### config.mk
export PLATFORM = sky130hd
export DESIGN_NAME = lut4_responder
export DESIGN_NICKNAME = d
export VERILOG_FILES = /design/src/rtl/lut4_responder.sv
export SDC_FILE = /design/constraint.sdc
export NUM_CORES = 1
export LEC_CHECK = 0
export BUFFER_PORTS_ARGS = -buffer_cell sky130_fd_sc_hd__buf_2
export CORE_ASPECT_RATIO = 2
export CORE_MARGIN = 5
export CORE_UTILIZATION = 50
export CTS_BUF_LIST = sky130_fd_sc_hd__clkbuf_8
export DETAILED_ROUTE_END_ITERATION = 16
export PLACE_DENSITY_LB_ADDON = 0.1
export SETUP_SLACK_MARGIN = 0.15
export SKIP_CTS_REPAIR_TIMING = 1
export SYNTH_ARGS = -nofsm -noshare
export SYNTH_HDL_FRONTEND = slang
export SYNTH_SLANG_ARGS = --single-unit
### constraint.sdc
create_clock -name clk_i -period 3.6 [get_ports clk_i]
set_input_delay 1.08 -clock clk_i [delete_from_list [all_inputs] [get_ports clk_i]]
set_output_delay 1.08 -clock clk_i [all_outputs]
set_load 0.05 [all_outputs]
### src/rtl/lut4_responder.sv
// Purpose: 4-input lookup table loaded serially (16 bits, index 0 first), then
//          answers queries {a,b,c,d} with the stored bit and counts responses.
// Latency: 1 cycle from query handshake to y_o/y_valid_o.
// Backpressure: load_ready_o only in LOAD; req_ready_o only in SERVE and
//          deasserted combinationally while load_start_i is high.
//
// Ports:
//   clk_i, rst_i                    clock, synchronous active-high reset
//   load_start_i                    (re)start a 16-bit table load
//   load_bit_i, load_valid_i        serial table bit and its qualifier
//   load_ready_o                    high while the block accepts load bits
//   a_i, b_i, c_i, d_i              query index, a_i is the MSB
//   req_valid_i, req_ready_o        query handshake
//   y_o, y_valid_o                  registered response and one-cycle qualifier
//   table_valid_o                   a complete table is loaded
//   resp_cnt_o                      responses since the last load (wraps)
module lut4_responder #(
  parameter int CNT_W = 8
) (
  input  logic             clk_i,
  input  logic             rst_i,
  input  logic             load_start_i,
  input  logic             load_bit_i,
  input  logic             load_valid_i,
  output logic             load_ready_o,
  input  logic             a_i,
  input  logic             b_i,
  input  logic             c_i,
  input  logic             d_i,
  input  logic             req_valid_i,
  output logic             req_ready_o,
  output logic             y_o,
  output logic             y_valid_o,
  output logic             table_valid_o,
  output logic [CNT_W-1:0] resp_cnt_o
);

  typedef enum logic [1:0] {
    ST_IDLE  = 2'd0,
    ST_LOAD  = 2'd1,
    ST_SERVE = 2'd2
  } state_e;

  state_e             state_q;
  logic [3:0]         idx_q;
  logic [15:0]        table_q;
  logic               y_q;
  logic               y_valid_q;
  logic               table_valid_q;
  logic [CNT_W-1:0]   cnt_q;

  logic [3:0]         idx_d;
  logic [CNT_W-1:0]   cnt_d;
  logic [3:0]         query_idx;
  logic               req_hs;
  logic               load_hs;

  assign query_idx = {a_i, b_i, c_i, d_i};
  assign idx_d     = idx_q + 4'd1;
  assign cnt_d     = cnt_q + {{(CNT_W-1){1'b0}}, 1'b1};

  // A load restart wins over both handshakes in the same cycle.
  assign load_ready_o = (state_q == ST_LOAD);
  assign req_ready_o  = (state_q == ST_SERVE) && !load_start_i;
  assign req_hs       = req_valid_i && req_ready_o;
  assign load_hs      = load_ready_o && load_valid_i && !load_start_i;

  always_ff @(posedge clk_i) begin
    if (rst_i) begin
      state_q       <= ST_IDLE;
      idx_q         <= 4'd0;
      table_q       <= 16'h0000;
      y_q           <= 1'b0;
      y_valid_q     <= 1'b0;
      table_valid_q <= 1'b0;
      cnt_q         <= '0;
    end else begin
      y_valid_q <= 1'b0;
      case (state_q)
        ST_IDLE: begin
          if (load_start_i) begin
            state_q       <= ST_LOAD;
            idx_q         <= 4'd0;
            table_valid_q <= 1'b0;
            cnt_q         <= '0;
          end
        end
        ST_LOAD: begin
          if (load_start_i) begin
            idx_q <= 4'd0;
          end else if (load_hs) begin
            table_q[idx_q] <= load_bit_i;
            idx_q          <= idx_d;
            // Index 15 is the last bit; idx_q wraps back to 0 for the next load.
            if (idx_q == 4'd15) begin
              state_q       <= ST_SERVE;
              table_valid_q <= 1'b1;
            end
          end
        end
        ST_SERVE: begin
          if (load_start_i) begin
            state_q       <= ST_LOAD;
            idx_q         <= 4'd0;
            table_valid_q <= 1'b0;
            cnt_q         <= '0;
          end else if (req_hs) begin
            y_q       <= table_q[query_idx];
            y_valid_q <= 1'b1;
            cnt_q     <= cnt_d;
          end
        end
        default: begin
          state_q <= ST_IDLE;
        end
      endcase
    end
  end

  assign y_o           = y_q;
  assign y_valid_o     = y_valid_q;
  assign table_valid_o = table_valid_q;
  assign resp_cnt_o    = cnt_q;

endmodule

Word level (Yosys, flattened, before mapping):

Index checks and enable logic that the tools add are counted.

* output and inout port bits: 13
* bits of input ports: 10
* register bits after elaboration: 33

* muxes and demuxes: 24
* bitwise logic cells: 2
* eq/ne operators: 10
* $lt $le $gt $ge: 3
* reduce and logical (&&, ||, !) cells: 17
* $add $sub $neg: 2

Operator list (count)
* $mux W8: 3
* $bwmux W16: 1
* $pmux W8 S2: 1
* $mux W4: 3
* $reduce_and A3 Y1: 4
* $lt A4 B5 Y1 const B: 2
* $add A8 B1 Y8 const B: 1
* $mux W2: 4
* $pmux W4 S2: 1
* $mux W1: 7
* $ne A2 B1 Y1 const B: 3
* $logic_and A1 B1 Y1: 5
* $reduce_and A5 Y1: 1
* $add A4 B1 Y4 const B: 1
* $bmux W1 S4: 1
* $demux W1 S4: 1
* $eq A4 B4 Y1 const B: 1
* $ge A4 B1 Y1 const B: 1
* $ne A2 B2 Y1 const B: 2
* $pmux W2 S2: 1
* $reduce_and A4 Y1: 1
* $reduce_bool A2 Y1: 2
* $ne A3 B2 Y1 const B: 1
* $ne A3 B3 Y1 const B: 1
* other kinds (8): 9

Logic depth before layout (Yosys ltp):

* depth after elaboration: 6
* gate-level depth with buffers: 6

Worst setup path before layout:

Ideal clock, no wire load.

* path kind: input to output
* from: input load_start_i
* to: output req_ready_o
* cell stages on the path: 2
* buffers on the path: 1
* arrival time: 2.485 ns
* slack: 0.035 ns
* cells stage by stage: buf_6 nor3b_1

* cells in the longest elaborated chain, start to end: 2

Ends and longest elaborated chain
* from (decl): RTL line 22 `input logic load_start_i,`
* $logic_not A1 Y1: RTL line 64 `assign req_ready_o = (state_q == ST_SERVE) && !load_start_i;`
* $logic_and A1 B1 Y1: RTL line 64
* to (decl): RTL line 31 `output logic req_ready_o,`

Every way passes these cells.

Worst setup path after layout:

Same ends and word-level chain as after synthesis.

==> impl_metrics.env <==
export IMPL_diodes=0
export IMPL_clkTransAtPathRegs_ps=70
export IMPL_synth_seq_cells=33
export IMPL_power_frac_comb=0.071
export IMPL_grt_max_degree=31
export IMPL_rows=30
export IMPL_path_cells="buf_2, nor3b_2, buf_2"
export IMPL_yosys_warnings=0
export IMPL_track_usage=0.1813
export IMPL_grt_pass1_vias=1453
export IMPL_cts_tree="built"
export IMPL_synth_largest_type_area_fraction=0.3815
export IMPL_die_area_mm2=0.004812
export IMPL_firstDrtPassIters=4
export IMPL_grt_pass1_wl_um=6499
export IMPL_sw_frac_of_total=0.2487
export IMPL_wire_per_inst_um=15.80
export IMPL_antenna_found_initial=0
export IMPL_core_mm2=0.003378
export IMPL_n_fill_cell=323
export IMPL_maxCapViolCount=0
export IMPL_arrival_ps=1800
export IMPL_fp_dieH_um=93.23
export IMPL_fmax_mhz=347.6
export IMPL_pwr_share_seq=0.540
export IMPL_avgSynthCellArea_um2=9.114
export IMPL_ios=23
export IMPL_synth_area_top_cells="dfxtp_1, mux2i_1, nor2_1"
export IMPL_gp_congestion=0.7956
export IMPL_fin_skew_ps=8.448
export IMPL_cp_slowest_stage_delay_ps=310
export IMPL_finalSetupViolCount=0
export IMPL_routed_wl_um=3808
export IMPL_cp_start_kind="input port"
export IMPL_powerDensity_mw_per_mm2=358.5
export IMPL_via_per_inst=5.867
export IMPL_yosys_area_top_type="dfxtp_1"
export IMPL_critPathTopFamily="buffers and inverters"
export IMPL_grt_overflow=0
export IMPL_relSlewSlack=0.6385
export IMPL_synth_async_reset_ratio=0
export IMPL_final_common_cell="nor2_1"
export IMPL_finish_net_count=223
export IMPL_hold_class="register to register"
export IMPL_h_tree_depth=2
export IMPL_final_core_util=0.5667
export IMPL_path_class="input port to output pin"
export IMPL_crit_path_max_fanout=11
export IMPL_switchingPower_mw=0.1707
export IMPL_synthToLayoutAreaGrowth_pct=10.55
export IMPL_hold_viol=0
export IMPL_synth_edf_count=0
export IMPL_cts_path_max_buffers=2
export IMPL_die_width_um=51.62
export IMPL_tns_ps=0
export IMPL_grt_setup_unrepaired="no"
export IMPL_ys_seq_area_frac=0.3815
export IMPL_vias=1414
export IMPL_tightestPinTransition_ps=542.2
export IMPL_fin_crit_ps=2877
export IMPL_end_kind="output pin"
export IMPL_irDropWorstVdd_mv=0.2477
export IMPL_maxSlewViolCount=0
export IMPL_ys_types=43
export IMPL_netlist_area_mm2=0.001732
export IMPL_final_cell_mix="nor2_1, dfxtp_1, buf_2"
export IMPL_leakage_nw=0.8270
export IMPL_drive_gt1_frac=0.2105
export IMPL_crit_slowest_cell="buf_2"
export IMPL_cts_sinks=33
export IMPL_port_buffers=22
export IMPL_synthCells=190
export IMPL_clk_latency_ps=280
export IMPL_synthFlopType="dfxtp_1"
export IMPL_drcViolationCount=0
export IMPL_cts_root_buf="clkbuf_8"
export IMPL_drtAntennaViolNets=0
export IMPL_synth_net_count=205
export IMPL_dp_hpwl_um=2915
export IMPL_timing_final_crit_share=0.7992
export IMPL_clockPowerShare=0.389
export IMPL_power_mw=0.6862
export IMPL_run_status="finished, final reports clean"
export IMPL_drt_iter0_markers=20
export IMPL_internal_power_mw=0.5155
export IMPL_worstPathRequired_ps=2520
export IMPL_start_util=0.5126
export IMPL_cts_buffers_inserted=5
export IMPL_crit_top_cell="buf_2"
export IMPL_critPathBufInv=2
-- registers in the layout (all words and copies together) (netlist names) --
register       cells
idx_q              4
y_valid_o          1
state_q            2
y_o                1
resp_cnt_o         8
table_valid_o      1
table_q           16
-- cells in the mapped netlist, drive strengths merged (3+ instances only) --
cell type  instances
inv                7
buf                5
nand4              7
dfxtp             33
nand2              7
mux2i             20
nor2b              3
clkbuf             6
nor2              34
a21oi             10
ha                 5
nand3             12
nor3               3
o21ai              5
nor3b              4
-- kinds of logic after synthesis --
group / synth area share
AO/OA/AOI/OAI: 0.09971
XOR/XNOR: 0.01012
adder cells (fa/ha/maj): 0.03613
buffers and inverters: 0.04913
flip-flops: 0.3815
multiplexers: 0.1481
AND/OR/NAND/NOR: 0.2753
-- per-stage QoR --
step | std cells | hold WS, ps | cell area [um2] | worst slack, ps
4_1_cts | 241 | 483.0 | 1914 | 717.8
5_1_grt | 241 | 516.4 | 1914 | 661.2
6_report | 241 | 470.7 | 1914 | 722.8
3_5_place_dp | 233 | 465.4 | 1828 | 717.3
2_1_floorplan | 190 | 454.4 | 1737 | 594.4
3_3_place_gp | 233 | 455.7 | 1828 | 747.7
-- cell type report --
| cell class | instances | area (um2) | area share |
|---|---|---|---|
| well taps | 32 | 40.04 | 0.02091 |
| flip-flops and latches | 33 | 660.6 | 0.3451 |
| inverters | 7 | 26.28 | 0.01373 |
| repair buffers | 22 | 110.1 | 0.05752 |
| clock buffers | 5 | 68.82 | 0.03595 |
| clock inverters | 3 | 17.52 | 0.009150 |
| multi-input cells | 139 | 991.0 | 0.5176 |
-- routing by layer --
metal	global-route usage	wire [um]
met1	0.1705	1356
met2	0.3372	2155
met3	0.04625	164
met4	0.1007	132
met5	0	0
-- path summary, 6_finish.rpt --
kind            startpoint            end  slack [ps]  depth (start not counted)
max           load_start_i    req_ready_o         720                          3
min          table_valid_o  table_valid_o         470                          2
max reg2reg     state_q[0]    table_q[15]        1780                          4
min reg2reg  table_valid_o  table_valid_o         470                          2
-- power by group through the flow --
stage	Sequential [mW]	Combinational [mW]	Clock [mW]
after global routing	0.371	0.0541	0.298
after CTS	0.371	0.0491	0.278
final	0.371	0.0485	0.267
after detailed placement	0.379	0.0489	0
after floorplan	0.377	0.0361	0
after global placement	0.379	0.0475	0
-- tightest hold or removal path, stage by stage (launching register included) --
cell	delay (ps)
dfxtp_1	330
nor2_1	40
nor2_1	70
Power figures use the tool's default switching activity.
